[config.mk]
export PLATFORM = sky130hd
export DESIGN_NAME = lcd_i2c_target
export DESIGN_NICKNAME = d
export VERILOG_FILES = /design/src/rtl/i2c_pkg.sv /design/src/rtl/i2c_bus_cond.sv /design/src/rtl/lcd_i2c_target.sv
export SDC_FILE = /design/constraint.sdc
export NUM_CORES = 1
export LEC_CHECK = 0
export BUFFER_PORTS_ARGS = -buffer_cell sky130_fd_sc_hd__buf_4
export CORE_ASPECT_RATIO = 1.4
export CORE_MARGIN = 10
export CORE_UTILIZATION = 62
export DETAILED_ROUTE_END_ITERATION = 16
export PLACE_DENSITY = 0.86
export SLEW_MARGIN = 5
export SYNTH_ARGS = -nofsm -noshare
export SYNTH_HDL_FRONTEND = slang
export SYNTH_SLANG_ARGS = --single-unit
[constraint.sdc]
create_clock -name clk -period 3.4 [get_ports clk]
set_input_delay 0.68 -clock clk [delete_from_list [all_inputs] [get_ports clk]]
set_output_delay 0.68 -clock clk [all_outputs]
set_load 0.05 [all_outputs]
[src/rtl/i2c_pkg.sv]
// +------------------------------------------------------------------+
// | i2c_pkg : shared I2C target types and constants                  |
// | Rev 1.0                                                          |
// +------------------------------------------------------------------+
`default_nettype none

package i2c_pkg;

  localparam int         I2C_ADDR_W        = 7;
  localparam int         I2C_BYTE_W        = 8;
  localparam logic       I2C_ACK           = 1'b0;
  localparam logic       I2C_NACK          = 1'b1;
  localparam logic [6:0] LCD_BACKPACK_ADDR = 7'h27;

  typedef enum logic [2:0] {
    ST_IDLE      = 3'd0,
    ST_ADDR      = 3'd1,
    ST_ADDR_ACK  = 3'd2,
    ST_WR        = 3'd3,
    ST_WR_ACK    = 3'd4,
    ST_RD        = 3'd5,
    ST_RD_ACK    = 3'd6,
    ST_WAIT_STOP = 3'd7
  } i2c_tgt_state_t;

  // The general-call address is never claimed by this target.
  function automatic logic addr_match(input logic [I2C_ADDR_W-1:0] addr,
                                      input logic [I2C_ADDR_W-1:0] tgt);
    return (addr == tgt) && (addr != '0);
  endfunction

endpackage

`default_nettype wire

[src/rtl/i2c_bus_cond.sv]
// +------------------------------------------------------------------+
// | i2c_bus_cond : SCL/SDA synchronizers, optional majority filter   |
// | (LCD_I2C_TGT_GLITCH_FILTER_EN), edge and START/STOP pulses.      |
// | Rev 1.0                                                          |
// +------------------------------------------------------------------+
`default_nettype none

module i2c_bus_cond (
  input  logic clk,
  input  logic rst,
  input  logic scl_i,
  input  logic sda_i,
  output logic scl_rise_o,
  output logic scl_fall_o,
  output logic start_o,
  output logic stop_o,
  output logic sda_o
);

  logic [1:0] scl_sync_q, sda_sync_q;
  logic       scl_lvl, sda_lvl;
  logic       scl_prev_q, sda_prev_q;

  // Reset to the idle-bus level so leaving reset never looks like an edge.
  always_ff @(posedge clk or posedge rst) begin
    if (rst) begin
      scl_sync_q <= 2'b11;
      sda_sync_q <= 2'b11;
    end else begin
      scl_sync_q <= {scl_sync_q[0], scl_i};
      sda_sync_q <= {sda_sync_q[0], sda_i};
    end
  end

`ifdef LCD_I2C_TGT_GLITCH_FILTER_EN
  logic [1:0] scl_hist_q, sda_hist_q;
  logic       scl_filt_q, sda_filt_q;

  function automatic logic maj3(input logic a, input logic b, input logic c);
    return (a & b) | (a & c) | (b & c);
  endfunction

  always_ff @(posedge clk or posedge rst) begin
    if (rst) begin
      scl_hist_q <= 2'b11;
      sda_hist_q <= 2'b11;
      scl_filt_q <= 1'b1;
      sda_filt_q <= 1'b1;
    end else begin
      scl_hist_q <= {scl_hist_q[0], scl_sync_q[1]};
      sda_hist_q <= {sda_hist_q[0], sda_sync_q[1]};
      scl_filt_q <= maj3(scl_sync_q[1], scl_hist_q[0], scl_hist_q[1]);
      sda_filt_q <= maj3(sda_sync_q[1], sda_hist_q[0], sda_hist_q[1]);
    end
  end

  assign scl_lvl = scl_filt_q;
  assign sda_lvl = sda_filt_q;
`else
  assign scl_lvl = scl_sync_q[1];
  assign sda_lvl = sda_sync_q[1];
`endif

  always_ff @(posedge clk or posedge rst) begin
    if (rst) begin
      scl_prev_q <= 1'b1;
      sda_prev_q <= 1'b1;
      scl_rise_o <= 1'b0;
      scl_fall_o <= 1'b0;
      start_o    <= 1'b0;
      stop_o     <= 1'b0;
      sda_o      <= 1'b1;
    end else begin
      scl_prev_q <= scl_lvl;
      sda_prev_q <= sda_lvl;
      scl_rise_o <= scl_lvl & ~scl_prev_q;
      scl_fall_o <= ~scl_lvl & scl_prev_q;
      start_o    <= scl_lvl & scl_prev_q & ~sda_lvl & sda_prev_q;
      stop_o     <= scl_lvl & scl_prev_q & sda_lvl & ~sda_prev_q;
      sda_o      <= sda_lvl;
    end
  end

endmodule

`default_nettype wire

[src/rtl/lcd_i2c_target.sv]
// +------------------------------------------------------------------+
// | lcd_i2c_target : PCF8574-style I2C target for LCD backpacks.     |
// | Optional macro LCD_I2C_TGT_GLITCH_FILTER_EN (in i2c_bus_cond).   |
// | Rev 1.0                                                          |
// +------------------------------------------------------------------+
`default_nettype none

module lcd_i2c_target
  import i2c_pkg::*;
#(
  parameter logic [I2C_ADDR_W-1:0] TGT_ADDR   = LCD_BACKPACK_ADDR,
  parameter logic [I2C_BYTE_W-1:0] PORT_RESET = 8'hFF
) (
  input  logic                  clk,
  input  logic                  rst,
  input  logic                  scl,
  input  logic                  sda_in,
  output logic                  sda_oe,
  output logic [I2C_BYTE_W-1:0] port_q,
  output logic [I2C_BYTE_W-1:0] rx_data,
  output logic                  rx_valid,
  output logic                  busy
);

  logic scl_rise, scl_fall, start_det, stop_det, sda_s;

  i2c_bus_cond u_bus_cond (
    .clk        (clk),
    .rst        (rst),
    .scl_i      (scl),
    .sda_i      (sda_in),
    .scl_rise_o (scl_rise),
    .scl_fall_o (scl_fall),
    .start_o    (start_det),
    .stop_o     (stop_det),
    .sda_o      (sda_s)
  );

  i2c_tgt_state_t          state_q;
  logic [3:0]              bit_cnt_q;
  logic [I2C_BYTE_W-1:0]   shift_q;
  logic                    rw_q;
  logic [I2C_BYTE_W-1:0]   byte_d;

  assign byte_d = {shift_q[I2C_BYTE_W-2:0], sda_s};

  always_ff @(posedge clk or posedge rst) begin
    if (rst) begin
      state_q   <= ST_IDLE;
      bit_cnt_q <= 4'd0;
      shift_q   <= '0;
      rw_q      <= 1'b0;
      sda_oe    <= 1'b0;
      port_q    <= PORT_RESET;
      rx_data   <= '0;
      rx_valid  <= 1'b0;
      busy      <= 1'b0;
    end else begin
      rx_valid <= 1'b0;
      if (stop_det) begin
        state_q   <= ST_IDLE;
        bit_cnt_q <= 4'd0;
        sda_oe    <= 1'b0;
        busy      <= 1'b0;
      end else if (start_det) begin
        // Any partial byte is dropped; busy is re-evaluated at the address.
        state_q   <= ST_ADDR;
        bit_cnt_q <= 4'd0;
        sda_oe    <= 1'b0;
      end else begin
        case (state_q)
          ST_ADDR: begin
            if (scl_rise) begin
              shift_q   <= byte_d;
              bit_cnt_q <= bit_cnt_q + 4'd1;
              if (bit_cnt_q == 4'd7) begin
                if (addr_match(byte_d[7:1], TGT_ADDR)) begin
                  state_q <= ST_ADDR_ACK;
                  busy    <= 1'b1;
                  rw_q    <= byte_d[0];
                end else begin
                  state_q <= ST_WAIT_STOP;
                  busy    <= 1'b0;
                end
              end
            end
          end
          ST_ADDR_ACK, ST_WR_ACK: begin
            // Count 8 marks the fall that opens the ACK slot, 0 the one closing it.
            if (scl_rise) begin
              bit_cnt_q <= 4'd0;
            end else if (scl_fall) begin
              if (bit_cnt_q == 4'd8) begin
                sda_oe <= ~I2C_ACK;
              end else if ((state_q == ST_ADDR_ACK) && rw_q) begin
                state_q <= ST_RD;
                shift_q <= port_q;
                sda_oe  <= ~port_q[7];
              end else begin
                state_q <= ST_WR;
                sda_oe  <= 1'b0;
              end
            end
          end
          ST_WR: begin
            if (scl_rise) begin
              shift_q   <= byte_d;
              bit_cnt_q <= bit_cnt_q + 4'd1;
              if (bit_cnt_q == 4'd7) begin
                rx_data  <= byte_d;
                port_q   <= byte_d;
                rx_valid <= 1'b1;
                state_q  <= ST_WR_ACK;
              end
            end
          end
          ST_RD: begin
            if (scl_rise) begin
              bit_cnt_q <= bit_cnt_q + 4'd1;
            end else if (scl_fall) begin
              if (bit_cnt_q == 4'd8) begin
                sda_oe  <= 1'b0;
                state_q <= ST_RD_ACK;
              end else begin
                sda_oe  <= ~shift_q[6];
                shift_q <= {shift_q[6:0], 1'b0};
              end
            end
          end
          ST_RD_ACK: begin
            if (scl_rise) begin
              bit_cnt_q <= 4'd0;
              if (sda_s == I2C_NACK) state_q <= ST_WAIT_STOP;
            end else if (scl_fall && (bit_cnt_q == 4'd0)) begin
              state_q <= ST_RD;
              shift_q <= port_q;
              sda_oe  <= ~port_q[7];
            end
          end
          default: begin
            sda_oe <= 1'b0;
          end
        endcase
      end
    end
  end

endmodule

`default_nettype wire

# Word level (Yosys, flattened, before mapping)
# Index checks and enable logic that the tools add are counted.
# op_classes
addsub,1
reduce_logical,22
mux,57
eq_ne,37
n_bitwise,15
# op_table
op,count
2-to-1 mux 7 bit,10
2-to-1 mux 3 bit,17
one-hot mux 7 bit (4 select lines),1
AND reduction 13 bit,2
!= test 4 x 1 -> 1 bit (second input constant),6
2-to-1 mux 1 bit,22
!= test 4 x 2 -> 1 bit (second input constant),5
2-to-1 mux 4 bit,4
!= test 2 bit (second input constant),8
one-hot mux 3 bit (5 select lines),1
nonzero test 7 bit,2
!= test 4 bit (second input constant),3
equality test 3 bit (second input constant),3
inverter 1 bit,8
one-hot mux 4 bit (2 select lines),1
nonzero test 4 bit,2
AND 1 bit,7
equality test 7 x 6 -> 1 bit (second input constant),1
AND reduction 7 bit,1
equality test 3 x 2 -> 1 bit (second input constant),2
!= test 2 x 1 -> 1 bit (second input constant),3
AND reduction 6 bit,1
nonzero test 2 bit,3
OR reduction 3 bit,2
other kinds (14),17
# totals
output_inout_bits,19
in_bits,4
elab_cells,149
ff_bits,44

# Logic depth before layout (Yosys ltp)
# logic_depth
word_depth,9
depth_mapped,7
mapped_depth_nobuf,7

# By module
# Synthesis repeated with hierarchy kept, for this count alone.
# unflattened
hier_cells,192
area_unflattened_um2,2243.4
# modules_own_cells
mod,n_inst,seq_area_each_um2,cells_each,area_each_um2
lcd_i2c_target,1,860.8,177,1949.4
i2c_bus_cond,1,257.7,15,294.0

# Worst setup path before layout
# No wires, ideal clock.
# synth_path
path_kind,register -> register
start,reg bit_cnt_q[0]
end,reg shift_q[0]
synth_period_minus_slack_ns,1.777
path_stages_with_launch,7
slack_ns,1.623
n_path_buf,0
t_arrival_ns,1.650
setup_ns,0.127
t_required_ns,3.273
path_cell_list,dfrtp_1 inv_1 ha_1 or3b_4 a21oi_2 o211ai_2 mux2_1
# synth_between
elab_chain_cells,4
word_cells_on_any_way,7
cone_classes,4 x eq/ne; 3 x reduce/logical
# synth_rtl
item,line_no,rtl
start: declaration,lcd_i2c_target.sv:40,logic [3:0] bit_cnt_q;
start signal: assignment,lcd_i2c_target.sv:75,bit_cnt_q <= bit_cnt_q + 4'd1;
start signal: assignment,lcd_i2c_target.sv:108,bit_cnt_q <= bit_cnt_q + 4'd1;
start signal: assignment,lcd_i2c_target.sv:119,bit_cnt_q <= bit_cnt_q + 4'd1;
logical NOT 4 bit,lcd_i2c_target.sv:134,end else if (scl_fall && (bit_cnt_q == 4'd0)) begin
logical AND 1 bit,lcd_i2c_target.sv:134,
!= test 2 bit (no source line),n/a,
AND reduction 13 bit (no source line) (*),n/a,
end signal: assignment,lcd_i2c_target.sv:107,shift_q <= byte_d;
end signal: assignment,lcd_i2c_target.sv:126,"shift_q <= {shift_q[6:0], 1'b0};"
end signal: assignment,lcd_i2c_target.sv:136,shift_q <= port_q;
end: declaration,lcd_i2c_target.sv:41,logic [I2C_BYTE_W-1:0] shift_q;
# Every way passes the cells marked *; elsewhere a longest branch is shown, timed or not.
# A chain may end at the register's enable or synchronous reset.

# Final worst setup path
# layout_path
start,reg state_q[0]
end,reg bit_cnt_q[3]
# layout_between
elab_chain_cells,5
word_cells_on_any_way,15
cone_classes,8 x eq/ne; 3 x mux; 4 x reduce/logical
# layout_rtl
item,line_no,rtl
start: declaration,lcd_i2c_target.sv:39,i2c_tgt_state_t state_q;
start signal: assignment,lcd_i2c_target.sv:49,state_q <= ST_IDLE;
start signal: assignment,lcd_i2c_target.sv:61,state_q <= ST_IDLE;
start signal: assignment,lcd_i2c_target.sv:67,state_q <= ST_ADDR;
equality test 3 x 2 -> 1 bit (tied with other cells),lcd_i2c_target.sv:71,case (state_q)
OR reduction 3 bit (no source line),n/a,
one-hot mux 4 bit (2 select lines),lcd_i2c_target.sv:71,
2-to-1 mux 4 bit,lcd_i2c_target.sv:65,end else if (start_det) begin
2-to-1 mux 4 bit,lcd_i2c_target.sv:60,if (stop_det) begin
# Parallel ways exist; a longest one is shown, timed or not.

==> impl_metrics.py <==
metrics = {
    "route": {
        "met2_length_um": 2800,
        "drcViolationCount": 0,
        "highest_layer": "met4",
        "wl_per_cell_um": 20.5,
        "wl_met1_um": 1900,
        "num_vias": 1621,
        "viasPerCell": 6.48,
        "wl_met3_um": 290,
        "antenna_violating_nets_post_route": 0,
        "routed_wl_um": 5120,
        "dr.pass1.iters": 5,
        "drtIter0Drc": 203,
    },
    "min_path": {
        "min-delay-start": "u_bus_cond.scl_sync_q[0]",
        "hold_class": "flop to flop",
    },
    "cts": {
        "root_buffer": "clkbuf_8",
        "cts_buffers": 5,
        "clk_latency_ns": 0.30,
        "clk_path_buf_depth": 2,
        "htreeDepth": 2,
        "postCtsSetupBuffers": 0,
        "clkTransAtPathRegs_ns": 0.08,
        "cts_sinks": 44,
        "cts_tree": "built",
        "cts_resized": 0,
        "hold_buffers": 0,
    },
    "timing": {
        "period_share_pct": 71.2,
        "slew_viol_final": 0,
        "fin_skew_ns": 0.00740,
        "rsz0062_at_grt": "false",
        "fmax_mhz": 413,
        "tightest_slew_ns": 0.923,
        "finalHoldViolCount": 0,
        "slew_headroom_pct": 38.3,
        "worst_slack_ns": 0.980,
        "finalSetupTns_ns": 0,
        "setup_violations": 0,
        "whs_ns": 0.361,
        "fin_crit_ns": 2.42,
    },
    "synthesis": {
        "synthTopCellsByArea": "dfrtp_1, dfstp_2, mux2_2, mux2_1, o21ai_0",
        "synth-adder-area-share_pct": 1.12,
        "synthesis.instances": 189,
        "synth_ff_type": "dfrtp_1",
        "synth-compound-area-share_pct": 12.5,
        "ys_ff_latch": 44,
        "synth_seq_area_share_pct": 50.2,
        "synth.largest_area_cell": "dfrtp_1",
        "ys_warn_count": 0,
        "synth_top_family_by_area": "simple AND/OR/NAND/NOR gates",
        "synth_area_mm2": 0.00223,
        "synthDistinctLibCells": 56,
        "synth_enable_flop_cells": 0,
        "synthXorXnorAreaFrac_pct": 0.393,
        "synthArstFlopShare_pct": 100,
        "synth_area_per_cell_um2": 11.8,
        "synth_mux_area_share_pct": 15.8,
        "synth_top_area_share_pct": 33.7,
        "synth_nets": 195,
        "synth_simple_gate_area_share_pct": 16.7,
    },
    "final_layout": {
        "fin_nets": 215,
        "multiInputGateArea_mm2": 0.00103,
        "drive_gt1_share_pct": 34.8,
        "n_fill_cell": 221,
        "seq_area_mm2": 0.00112,
        "n_antenna_cell": 0,
        "syn2layout_area_growth_pct": 14.7,
        "fin_cells": 250,
    },
    "run_status": {
        "status": "complete, no violations",
    },
    "setup_path": {
        "worstPathArrival_ns": 2.61,
        "crit_path_max_fanout": 20,
        "critPathSlowestCell": "a21boi_1",
        "endpoint_kind": "flop",
        "startpoint": "state_q[0]",
        "startpoint_type": "flop",
        "path_cells": "a21boi_1, and4_1, o21ai_0, a22oi_1, nor2_1",
        "r2r_start": "state_q[0]",
        "required_ns": 3.59,
        "critPathBufInv": 0,
        "critPathKind": "flop to flop",
        "crit_path_max_incr_delay_ns": 0.82,
        "critPathTopFamily": "compound AO/OA/AOI/OAI gates",
    },
    "floorplanning": {
        "die-height_um": 91.0,
        "ios": 23,
        "core_area_mm2": 0.00341,
        "rows": 25,
        "die_area_mm2": 0.00643,
        "start_util_pct": 65.4,
        "fp.dieW_um": 70.7,
    },
    "run": {
        "drv_cap": 0,
    },
    "power": {
        "p_leak_nw": 1.20,
        "ir_drop_uv": 607,
        "power.density_mw_per_mm2": 716,
    },
    "global_routing": {
        "grt_max_degree": 28,
        "grt_remaining_overflow": 0,
        "antenna_found_initial": 0,
        "first_global_vias": 1653,
        "grt_pass1_wl_um": 8440,
        "grtUsageTotal_pct": 16.3,
    },
    "placed_design": {
        "gp_congestion": 0.856,
        "place_worst_setup_slack_ns": 1.10,
        "hpwl_um": 3400,
        "numPortBuffers": 22,
        "dp.cells": 242,
    },
}
cells by family (layout without fill, tap and decap cells):
group,count (synthesis),count (layout)
muxes,31,31
DFF,44,44
AOI/OAI and AO/OA,38,38
and+or+nand+nor,57,57
adders and majority gates,2,2
buffers and inverters,16,37
xor gates and xnor gates,1,1
cell usage in the layout, fill, tap and decap left out, types with 3 or more instances in the layout:
cell and count:
a21oi_1 7, a32o_1 3, buf_4 23, bufinv_16 3
clkbuf_8 5, dfrtp_1 30, dfstp_2 14, inv_1 6
mux2_1 13, mux2_2 16, nand2_1 7, nand2b_1 3
nand3_1 3, nand3b_1 4, nor2_1 12, nor2b_1 4
nor3b_1 4, o21ai_0 11
cell type report:
type | instances | area share, %
inverters | 6 | 0.881
repair buffers | 23 | 6.75
clock buffers | 5 | 2.69
well taps | 40 | 1.96
flip-flops and latches | 44 | 43.7
clock inverters | 3 | 3.52
multi-input cells | 129 | 40.5
worst paths after layout:
kind	end	slack [ns]	cells after the start
max	bit_cnt_q[3]	0.98	5
min	u_bus_cond.scl_sync_q[1]	0.36	0
max reg2reg	bit_cnt_q[3]	0.98	5
min reg2reg	u_bus_cond.scl_sync_q[1]	0.36	0
max in group asynchronous	port_q[7]	2.06	3
min in group asynchronous	state_q[0]	0.49	2
cell usage after synthesis (3+ instances only):
master    instances
nor2_1           12
mux2_2           16
nor3b_1           4
a32o_1            3
nand2b_1          3
o21ai_0          11
a21oi_1           7
nand3b_1          4
inv_1             6
mux2_1           13
nor2b_1           4
nand2_1           7
dfstp_2          14
clkbuf_1          3
buf_2             4
dfrtp_1          30
nand3_1           3
report_power, final:
| group | switching [mW] | total, mW | internal [mW] |
|---|---|---|---|
| clock network | 0.178 | 0.546 | 0.367 |
| registers | 0.142 | 0.721 | 0.579 |
| logic | 0.315 | 0.565 | 0.249 |
| total | 0.636 | 1.83 | 1.20 |
through the flow:
| stage | util, % | power (mW) | area [um2] |
|---|---|---|---|
| 6_report | 75.0 | 1.83 | 2560 |
| 5_1_grt | 75.0 | 1.93 | 2560 |
| 4_1_cts | 75.0 | 1.83 | 2560 |
| 3_5_place_dp | 70.3 | 1.27 | 2400 |
| 3_3_place_gp | 70.3 | 1.25 | 2400 |
| 2_1_floorplan | - | 1.18 | 2230 |
worst register-to-register path, stage by stage, from the launching register on:
cell and delay, ns:
dfrtp_1 0.71, a21boi_1 0.83, and4_1 0.36, o21ai_0 0.12, a22oi_1 0.24, nor2_1 0.06
metal layers:
| layer | vias up | track usage, % |
|---|---|---|
| met5 | - | 0 |
| met4 | 0 | 7.61 |
| met3 | 14 | 3.81 |
| met2 | 53 | 29.5 |
| met1 | 829 | 17.1 |
| li1 | 725 | - |
sequential cells by signal, summed over array words and instances (netlist names):
signal / flops
u_bus_cond.scl_sync_q: 2
u_bus_cond.scl_rise_o: 1
u_bus_cond.scl_fall_o: 1
u_bus_cond.stop_o: 1
port_q: 8
u_bus_cond.scl_prev_q: 1
state_q: 3
sda_oe: 1
busy: 1
rx_data: 8
shift_q: 7
u_bus_cond.sda_o: 1
u_bus_cond.start_o: 1
bit_cnt_q: 4
rw_q: 1
rx_valid: 1
u_bus_cond.sda_sync_q: 2
Power figures use the tool's default switching activity.
